$ cat config.mk
export PLATFORM = sky130hd
export DESIGN_NAME = uart_rx_decimal
export DESIGN_NICKNAME = d
export VERILOG_FILES = /design/src/rtl/uart_pkg.sv /design/src/rtl/uart_rx_8n1.sv /design/src/rtl/uart_rx_decimal.sv
export SDC_FILE = /design/constraint.sdc
export NUM_CORES = 1
export LEC_CHECK = 0
export ABC_AREA = 1
export CORE_ASPECT_RATIO = 0.7
export CORE_MARGIN = 4
export CORE_UTILIZATION = 39
export CTS_CLUSTER_SIZE = 30
export DETAILED_ROUTE_END_ITERATION = 8
export GPL_TIMING_DRIVEN = 0
export SLEW_MARGIN = 20
export SYNTH_ARGS = -nofsm -noshare
export SYNTH_HDL_FRONTEND = slang
export SYNTH_HIERARCHICAL = 1
export SYNTH_SLANG_ARGS = --single-unit
$ cat constraint.sdc
create_clock -name clk -period 3.38 [get_ports clk]
set_clock_uncertainty 0.1 [all_clocks]
set_input_delay 0.338 -clock clk [delete_from_list [all_inputs] [get_ports clk]]
set_output_delay 0.338 -clock clk [all_outputs]
set_load 0.02 [all_outputs]
$ cat src/rtl/uart_pkg.sv
// Shared types, ASCII constants and divider helper for the decimal UART receiver.
// Optional UART_RX_PARITY_EN adds an even-parity state to the bit FSM.
package uart_pkg;

`ifdef UART_RX_PARITY_EN
    typedef enum logic [2:0] {
        BIT_IDLE,
        BIT_START,
        BIT_DATA,
        BIT_PARITY,
        BIT_STOP
    } bit_state_e;
`else
    typedef enum logic [1:0] {
        BIT_IDLE,
        BIT_START,
        BIT_DATA,
        BIT_STOP
    } bit_state_e;
`endif

    typedef enum logic [1:0] {
        P_EMPTY,
        P_DIGITS,
        P_SUFFIX,
        P_BAD
    } parse_state_e;

    localparam logic [7:0] ASCII_CR    = 8'h0D;
    localparam logic [7:0] ASCII_LF    = 8'h0A;
    localparam logic [7:0] ASCII_0     = 8'h30;
    localparam logic [7:0] ASCII_9     = 8'h39;
    localparam logic [7:0] ASCII_C     = 8'h63;
    localparam logic [7:0] ASCII_M     = 8'h6D;
    localparam logic [7:0] ASCII_SPACE = 8'h20;

    function automatic int unsigned DIV(input int unsigned clk_hz,
                                        input int unsigned baud,
                                        input int unsigned osr);
        return clk_hz / (baud * osr);
    endfunction

endpackage

$ cat src/rtl/uart_rx_8n1.sv
// UART byte receiver: 2-FF synchroniser, oversample tick divider and bit FSM.
// With UART_RX_PARITY_EN an even-parity bit follows D7; mismatch reports frame_err.
module uart_rx_8n1 #(
    parameter int unsigned CLK_HZ = 12000000,
    parameter int unsigned BAUD   = 9600,
    parameter int unsigned OSR    = 16
) (
    input  logic       clk_i,
    input  logic       rst_i,
    input  logic       rx_i,
    output logic [7:0] byte_o,
    output logic       byte_valid_o,
    output logic       frame_err_o
);
    import uart_pkg::*;

    localparam int unsigned TICK_DIV = DIV(CLK_HZ, BAUD, OSR);
    localparam int unsigned DW = (TICK_DIV > 1) ? $clog2(TICK_DIV) : 1;
    localparam int unsigned OW = (OSR > 1) ? $clog2(OSR) : 1;

    logic [1:0]    sync_q;
    logic          prev_q;
    bit_state_e    state_q, state_d;
    logic [DW-1:0] div_q, div_d;
    logic [OW-1:0] os_q, os_d;
    logic [2:0]    bit_q, bit_d;
    logic [7:0]    shift_q, shift_d;
    logic [7:0]    byte_q, byte_d;
    logic          bv_q, bv_d;
    logic          fe_q, fe_d;
    logic          rx_s, tick, os_wrap, sample, stop_good;
`ifdef UART_RX_PARITY_EN
    logic          par_err_q, par_err_d;
    assign stop_good = rx_s & ~par_err_q;
`else
    assign stop_good = rx_s;
`endif

    assign rx_s    = sync_q[1];
    assign tick    = (div_q == DW'(TICK_DIV - 1));
    assign os_wrap = (os_q == OW'(OSR - 1));
    assign sample  = tick && os_wrap;

    always_ff @(posedge clk_i or posedge rst_i) begin
        if (rst_i) begin
            sync_q    <= '1;
            prev_q    <= 1'b1;
            state_q   <= BIT_IDLE;
            div_q     <= '0;
            os_q      <= '0;
            bit_q     <= '0;
            shift_q   <= '0;
            byte_q    <= '0;
            bv_q      <= 1'b0;
            fe_q      <= 1'b0;
`ifdef UART_RX_PARITY_EN
            par_err_q <= 1'b0;
`endif
        end else begin
            sync_q    <= {sync_q[0], rx_i};
            prev_q    <= rx_s;
            state_q   <= state_d;
            div_q     <= div_d;
            os_q      <= os_d;
            bit_q     <= bit_d;
            shift_q   <= shift_d;
            byte_q    <= byte_d;
            bv_q      <= bv_d;
            fe_q      <= fe_d;
`ifdef UART_RX_PARITY_EN
            par_err_q <= par_err_d;
`endif
        end
    end

    always_comb begin
        state_d   = state_q;
        os_d      = os_q;
        bit_d     = bit_q;
        shift_d   = shift_q;
        byte_d    = byte_q;
        bv_d      = 1'b0;
        fe_d      = 1'b0;
`ifdef UART_RX_PARITY_EN
        par_err_d = par_err_q;
`endif
        // Divider only runs outside IDLE, so START always begins from a zero count
        if (state_q == BIT_IDLE || tick) div_d = '0;
        else                             div_d = div_q + 1'b1;
        if (state_q != BIT_IDLE && tick) os_d = os_wrap ? '0 : os_q + 1'b1;

        case (state_q)
            BIT_IDLE: begin
                // Edge detect needs a high sample first, so a held break never re-arms
                if (prev_q && !rx_s) begin
                    state_d = BIT_START;
                    os_d    = '0;
`ifdef UART_RX_PARITY_EN
                    par_err_d = 1'b0;
`endif
                end
            end
            BIT_START: begin
                if (tick && os_q == OW'(OSR / 2 - 1)) begin
                    os_d  = '0;
                    bit_d = '0;
                    state_d = rx_s ? BIT_IDLE : BIT_DATA;
                end
            end
            BIT_DATA: begin
                if (sample) begin
                    shift_d = {rx_s, shift_q[7:1]};
                    bit_d   = bit_q + 1'b1;
                    if (bit_q == 3'd7) begin
`ifdef UART_RX_PARITY_EN
                        state_d = BIT_PARITY;
`else
                        state_d = BIT_STOP;
`endif
                    end
                end
            end
`ifdef UART_RX_PARITY_EN
            BIT_PARITY: begin
                if (sample) begin
                    par_err_d = rx_s ^ (^shift_q);
                    state_d   = BIT_STOP;
                end
            end
`endif
            BIT_STOP: begin
                if (sample) begin
                    if (stop_good) begin
                        byte_d = shift_q;
                        bv_d   = 1'b1;
                    end else begin
                        fe_d   = 1'b1;
                    end
                    state_d = BIT_IDLE;
                end
            end
            default: state_d = BIT_IDLE;
        endcase
    end

    assign byte_o       = byte_q;
    assign byte_valid_o = bv_q;
    assign frame_err_o  = fe_q;

endmodule

$ cat src/rtl/uart_rx_decimal.sv
// UART receiver with an ASCII decimal line parser ("<digits>[cm]<CR|LF>").
// Define UART_RX_PARITY_EN for 8E1 framing in the byte receiver.
module uart_rx_decimal #(
    parameter int unsigned CLK_HZ     = 12000000,
    parameter int unsigned BAUD       = 9600,
    parameter int unsigned MAX_DIGITS = 5,
    parameter int unsigned OSR        = 16
) (
    input  logic        clk,
    input  logic        rst,
    input  logic        rx,
    output logic [7:0]  rx_byte,
    output logic        rx_byte_valid,
    output logic [15:0] value,
    output logic        value_valid,
    output logic        frame_err,
    output logic        parse_err
);
    import uart_pkg::*;

    localparam int unsigned CW = $clog2(MAX_DIGITS + 1);

    logic [7:0]   byte_w;
    logic         bv_w, fe_w;
    parse_state_e pstate_q, pstate_d;
    logic [15:0]  acc_q, acc_d;
    logic [CW-1:0] cnt_q, cnt_d;
    logic [15:0]  value_q, value_d;
    logic         vv_q, vv_d;
    logic         pe_q, pe_d;
    logic [7:0]   digit_off;
    logic [16:0]  acc_next;
    logic         is_term, is_digit, is_suffix;

    uart_rx_8n1 #(
        .CLK_HZ (CLK_HZ),
        .BAUD   (BAUD),
        .OSR    (OSR)
    ) u_rx (
        .clk_i        (clk),
        .rst_i        (rst),
        .rx_i         (rx),
        .byte_o       (byte_w),
        .byte_valid_o (bv_w),
        .frame_err_o  (fe_w)
    );

    assign digit_off = byte_w - ASCII_0;
    assign is_term   = (byte_w == ASCII_CR) || (byte_w == ASCII_LF);
    assign is_digit  = (byte_w >= ASCII_0) && (byte_w <= ASCII_9);
    assign is_suffix = (byte_w == ASCII_C) || (byte_w == ASCII_M) || (byte_w == ASCII_SPACE);
    // 17 bits suffice: the digit-count limit stops the accumulator before it can wrap
    assign acc_next  = ({1'b0, acc_q} * 17'd10) + {13'd0, digit_off[3:0]};

    always_ff @(posedge clk or posedge rst) begin
        if (rst) begin
            pstate_q <= P_EMPTY;
            acc_q    <= '0;
            cnt_q    <= '0;
            value_q  <= '0;
            vv_q     <= 1'b0;
            pe_q     <= 1'b0;
        end else begin
            pstate_q <= pstate_d;
            acc_q    <= acc_d;
            cnt_q    <= cnt_d;
            value_q  <= value_d;
            vv_q     <= vv_d;
            pe_q     <= pe_d;
        end
    end

    always_comb begin
        pstate_d = pstate_q;
        acc_d    = acc_q;
        cnt_d    = cnt_q;
        value_d  = value_q;
        vv_d     = 1'b0;
        pe_d     = 1'b0;
        if (fe_w) begin
            pstate_d = P_BAD;
        end else if (bv_w) begin
            if (is_term) begin
                if (pstate_q == P_DIGITS || pstate_q == P_SUFFIX) begin
                    value_d = acc_q;
                    vv_d    = 1'b1;
                end else if (pstate_q == P_BAD) begin
                    pe_d    = 1'b1;
                end
                acc_d    = '0;
                cnt_d    = '0;
                pstate_d = P_EMPTY;
            end else if (is_digit) begin
                if (pstate_q == P_EMPTY || pstate_q == P_DIGITS) begin
                    if (cnt_q >= CW'(MAX_DIGITS) || acc_next > 17'd65535) begin
                        pstate_d = P_BAD;
                    end else begin
                        acc_d    = acc_next[15:0];
                        cnt_d    = cnt_q + 1'b1;
                        pstate_d = P_DIGITS;
                    end
                end else begin
                    pstate_d = P_BAD;
                end
            end else if (is_suffix && (pstate_q == P_DIGITS || pstate_q == P_SUFFIX)) begin
                pstate_d = P_SUFFIX;
            end else begin
                pstate_d = P_BAD;
            end
        end
    end

    assign rx_byte       = byte_w;
    assign rx_byte_valid = bv_w;
    assign frame_err     = fe_w;
    assign value         = value_q;
    assign value_valid   = vv_q;
    assign parse_err     = pe_q;

endmodule

# Word-level counts from Yosys, hierarchy flattened
# Cells that the tools add are included.
# W data, S select, Z words.
# totals
ff_bits,76
input_bits,3
output_inout_bits,28
elab_cells,122
# op_classes
add_sub_neg,6
n_mul,1
order_cmp,4
eq_ne,21
mux,46
bitwise,1
reduce_logical,27
# op_table
cell,n
$mux W16,4
$mux W2,12
$mux W3,6
$add A17 B4 Y17,1
$gt A17 B16 Y1 const B,1
$eq A8 B4 Y1 const B,2
$eq A8 B7 Y1 const B,2
$mul A16 B3 Y16 const B,1
$mux W1,16
$mux W4,4
$reduce_and A5 Y1,2
$reduce_bool A2 Y1,5
$eq A2 B2 Y1 const B,4
$eq A8 B6 Y1 const B,1
$ge A8 B6 Y1 const B,1
$le A8 B6 Y1 const B,1
$ne A2 B1 Y1 const B,4
$pmux W2 S4,1
$pmux W4 S2,1
$add A7 B1 Y7 const B,1
$eq A7 B7 Y1 const B,1
$logic_or A1 B1 Y1,7
$mux W7,1
$add A3 B1 Y3 const B,2
16 further kinds,25

# Depth between registers and ports, before layout
# logic_depth
word_depth,10
ltp_mapped,20
ltp_nobuf,18

# Cells and area by module
# The synthesis kept the hierarchy.
# by_module_without_submodules
mod,instances,cells_per_inst,area_per_inst_um2,seq_area_each_um2
uart_rx_decimal,1,428,3198.1,975.9
uart_rx_8n1,1,180,1730.4,929.6

# Worst setup path after synthesis
# No wires, ideal clock.
# synth_path
path_type,register to register
startpoint,register acc_q[1]
endpoint,register acc_q[12]
setup_ns,0.123
arrival_ns,2.821
required_time_ns,3.157
path_slack_ns,0.336
path_stages_with_launch,18
n_path_buf,1
period_less_slack_ns,3.044
cell_sequence,dfrtp_1 ha_1 ha_1 fa_1 nand2_1 nor2_1 nand2_1 a21oi_4 nand3_4 nor3_4 nand3_1 nand2_2 nand3_4 nand2_8 inv_8 buf_12 nand2_2 o21ai_2
# synth_via
elab_chain_cells,6
elab_cells_between_ends,10
cone_classes,add/sub (1); mul (1); order compare (1); eq/ne (1); mux (4); reduce/logical (2)
# synth_rtl
item,line_no,source
start: declaration,uart_rx_decimal.sv:26,"logic [15:0] acc_q, acc_d;"
start signal: assignment,uart_rx_decimal.sv:58,acc_q <= '0;
start signal: assignment,uart_rx_decimal.sv:65,acc_q <= acc_d;
$mul A16 B3 Y16 *,uart_rx_decimal.sv:53,"assign acc_next = ({1'b0, acc_q} * 17'd10) + {13'd0, digit_off[3:0]};"
$add A17 B4 Y17 *,uart_rx_decimal.sv:53,
$gt A17 B16 Y1 / $mux W16 (equally long branches),uart_rx_decimal.sv:95,if (cnt_q >= CW'(MAX_DIGITS) || acc_next > 17'd65535) begin
$logic_or A1 B1 Y1 / $mux W16 (equally long branches),"uart_rx_decimal.sv:95, uart_rx_decimal.sv:94",
$ne A2 B2 Y1 (no source line) / $mux W16 (equally long branches),n/a,
$reduce_and A5 Y1 (no source line) / $mux W16 (equally long branches),n/a,
# Mark *: on every way between the ends. The rest lies on a longest branch, timed or not. The select of a mux whose other input is x is not followed.
# A chain may end at the register's enable or synchronous reset.

# Final worst setup path
# Same ends and word-level chain as after synthesis.

==> impl_metrics.yaml <==
route:
  first_pass_iters: 4
  drt_iter0_markers: 231
  routed_wl_um: 11400
  dr_total_vias: 4134
  wl_per_cell_um: 13.8
  vias_per_cell: 4.99
  drc: 0
  ant_nets: 0
global_route:
  grt_pass1_vias: 4071
  grt_use_total_pct: 16.7
  grt_max_degree: 35
  overflow: 0
  antenna_found_initial: 0
  grt_pass1_wl_um: 19500
logic_synthesis:
  synth_warnings: 6
  synth_cells: 608
  synth_area_leaders: "dfrtp_1 (37%), nand2_1 (12%), ha_1 (9.6%)"
  synth_cell_types: 41
  netlist_area_mm2: 0.00493
  synth_edf_count: 0
  ys_seq_area_share_pct: 38.7
  synth_top_area_share_pct: 37.1
  yosysMostFrequentCell: "nand2_1"
  avgSynthCellArea_um2: 8.11
  async_reset_ff_share_pct: 100
  yosysTopAreaCell: "dfrtp_1"
  synth_ff_type: "dfrtp_1"
  synth_seq_cells: 76
  syn_nets: 651
  synthTopCellsByCount: "nand2_1 (160), inv_1 (79), dfrtp_1 (73)"
sta:
  fin_crit_ns: 3.22
  fin_hold_ws_ns: 0.154
  fmax_mhz: 311
  fin_crit_sh_pct: 95.2
  slew_viol_final: 0
  setup-violations-final: 0
  setup_ws_ns: 0.162
  worst_slew_pin_slew_ns: 0.635
  hold_viol: 0
  slew_headroom_pct: 57.3
power_and_ir_drop:
  swShare_pct: 28.6
  p_switching_w: 0.000631
  intPower_w: 0.00157
  powerDensity_mw_per_mm2: 375
  clkPwrFrac_pct: 43.0
  p_comb_share_pct: 9.8
  p_seq_share_pct: 47.1
  power_leakage_nw: 2.95
  ir_worst_vdd_mv: 0.190
layout:
  nets: 704
  final_layout_size_suffix_gt1_share_pct: 18.9
  diodes: 0
  syn2layout_area_growth_pct: 19.2
  fillers: 1193
  fin_cells: 828
clock_network:
  cts-root-buf: "clkbuf_16"
  cts_sinks: 76
  cts_max_path_buffers: 2
  htreeDepth: 3
  cts_buffers: 9
  clk_latency_ns: 0.34
  cts_tree: "built"
  cts.clk_slew.worst_paths_ns: 0.07
  hold_buffers: 0
place:
  dp_hpwl_um: 8650
  port-buffer-count: 30
  dp.cells: 802
  pre_cts_slack_ns: -0.115
  finalWeightedCongestion: 0.825
floorplan:
  core_mm2: 0.0124
  dieWidth_um: 142
  die-area_mm2: 0.0145
  die_h_um: 102
  start_util_pct: 39.8
  row_count: 34
  ios: 31
setup_path:
  crit_path_max_fanout: 10
  crit_arrival_ns: 3.34
  crit_type: "reg2reg"
  cp-start-kind: "register"
  endpoint_kind: "register"
  crit_required_ns: 3.50
hold_path:
  hold_path.class: "in2async"
run:
  cap_violations: 0
run_status:
  status: "finished, final reports clean"
metal layers:
layer,up-vias,part of all wire (%),global-route usage (%),wire [µm]
li1,2079,-,-,-
met1,1948,49,24.0,5620
met2,91,43,24.9,4880
met3,16,6.5,4.30,744
met4,0,1.2,4.53,140
met5,-,0,0,0
sequential cells by signal, summed over array words and instances (netlist names), named ones only:
signal and flops:
cnt_q 3, u_rx/state_q 1, pstate_q 2, u_rx/frame_err_o 1
value 16, u_rx/shift_q 8, u_rx/sync_q 2, parse_err 1
u_rx/byte_o 8, u_rx/os_q 4, u_rx/bit_q 3, u_rx/div_q 7
value_valid 1, u_rx/prev_q 1, u_rx/byte_valid_o 1, acc_q 16
worst paths after layout:
check,startpoint,endpoint,slack [ns],cells after the start
max in group asynchronous,rst,u_rx/byte_o[1]$_DFFE_PP0P_,2.47,3
min reg2reg,u_rx/sync_q[0]$_DFF_PP1_,u_rx/sync_q[1]$_DFF_PP1_,0.26,0
min,rst,pstate_q[0]$_DFFE_PP0P_,0.15,2
max reg2reg,acc_q[1]$_DFFE_PP0P_,acc_q[12]$_DFFE_PP0P_,0.16,17
min in group clk,u_rx/sync_q[0]$_DFF_PP1_,u_rx/sync_q[1]$_DFF_PP1_,0.26,0
max,acc_q[1]$_DFFE_PP0P_,acc_q[12]$_DFFE_PP0P_,0.16,17
power by group through the flow:
| stage | registers [W] | logic, W | clock network [W] |
|---|---|---|---|
| after floorplan | 0.00104 | 0.000172 | 0 |
| after global placement | 0.00105 | 0.000196 | 0 |
| after detailed placement | 0.00105 | 0.000223 | 0 |
| after CTS | 0.00104 | 0.000221 | 0.000978 |
| after global routing | 0.00104 | 0.000254 | 0.00102 |
| final | 0.00104 | 0.000217 | 0.000947 |
layout by cell type, fill, tap and decap left out, drive strengths merged, types with 4 or more instances in the layout:
cell	instances
inv	88
nand3	39
nor3	15
nand4	16
nor2	50
o22ai	4
clkbuf	13
buf	17
nand2	191
clkdlybuf4s50	30
ha	38
a21oi	15
dfrtp	73
o21ai	50
cell families after synthesis:
group                    after synthesis  synth area share (%)
buffers and inverters                 94                  8.45
XOR/XNOR                               4                 0.711
AO/OA/AOI/OAI                         74                  10.2
adder cells (fa/ha/maj)               40                  10.5
AND/OR/NAND/NOR                      320                  31.5
flip-flops                            76                  38.7
layout make-up:
type	instances	area, µm²	area share [%]
multi-input cells	438	2630	44.8
flip-flops and latches	76	1910	32.5
repair buffers	42	423	7.20
inverters	85	328	5.58
clock buffers	9	225	3.83
well taps	162	203	3.45
plain buffers	9	88.8	1.51
clock inverters	7	65.1	1.11
timing repair:
item                       CTS  global route
setup endpoints to repair   12            18
pin swaps                    1             5
resized for setup            2             3
hold endpoints to repair     0             0
buffers inserted             4             6
stage by stage:
step	cell area [µm²]	power (W)	utilization, %	setup TNS [ns]
2_1_floorplan	4930	0.00121	-	0
3_3_place_gp	5430	0.00124	43.9	-0.409
3_5_place_dp	5480	0.00127	44.3	-1.16
4_1_cts	5800	0.00223	46.9	0
5_1_grt	5870	0.00232	47.4	-0.0978
6_report	5870	0.00220	47.4	0
worst max-delay path, cell delays in order, from the launching register on:
cell and delay (ns):
dfrtp_1 0.42, ha_4 0.26, ha_4 0.18, fa_1 0.57, nand2_1 0.07, nor2_1 0.11
nand2_2 0.09, a21oi_4 0.20, nand3_4 0.11, nor3_4 0.18, nand3_1 0.10, nand2_2 0.14
nand3_4 0.13, nand2_8 0.12, inv_8 0.05, buf_12 0.14, nand2_2 0.06, o21ai_2 0.05
Power figures use the tool's default switching activity.
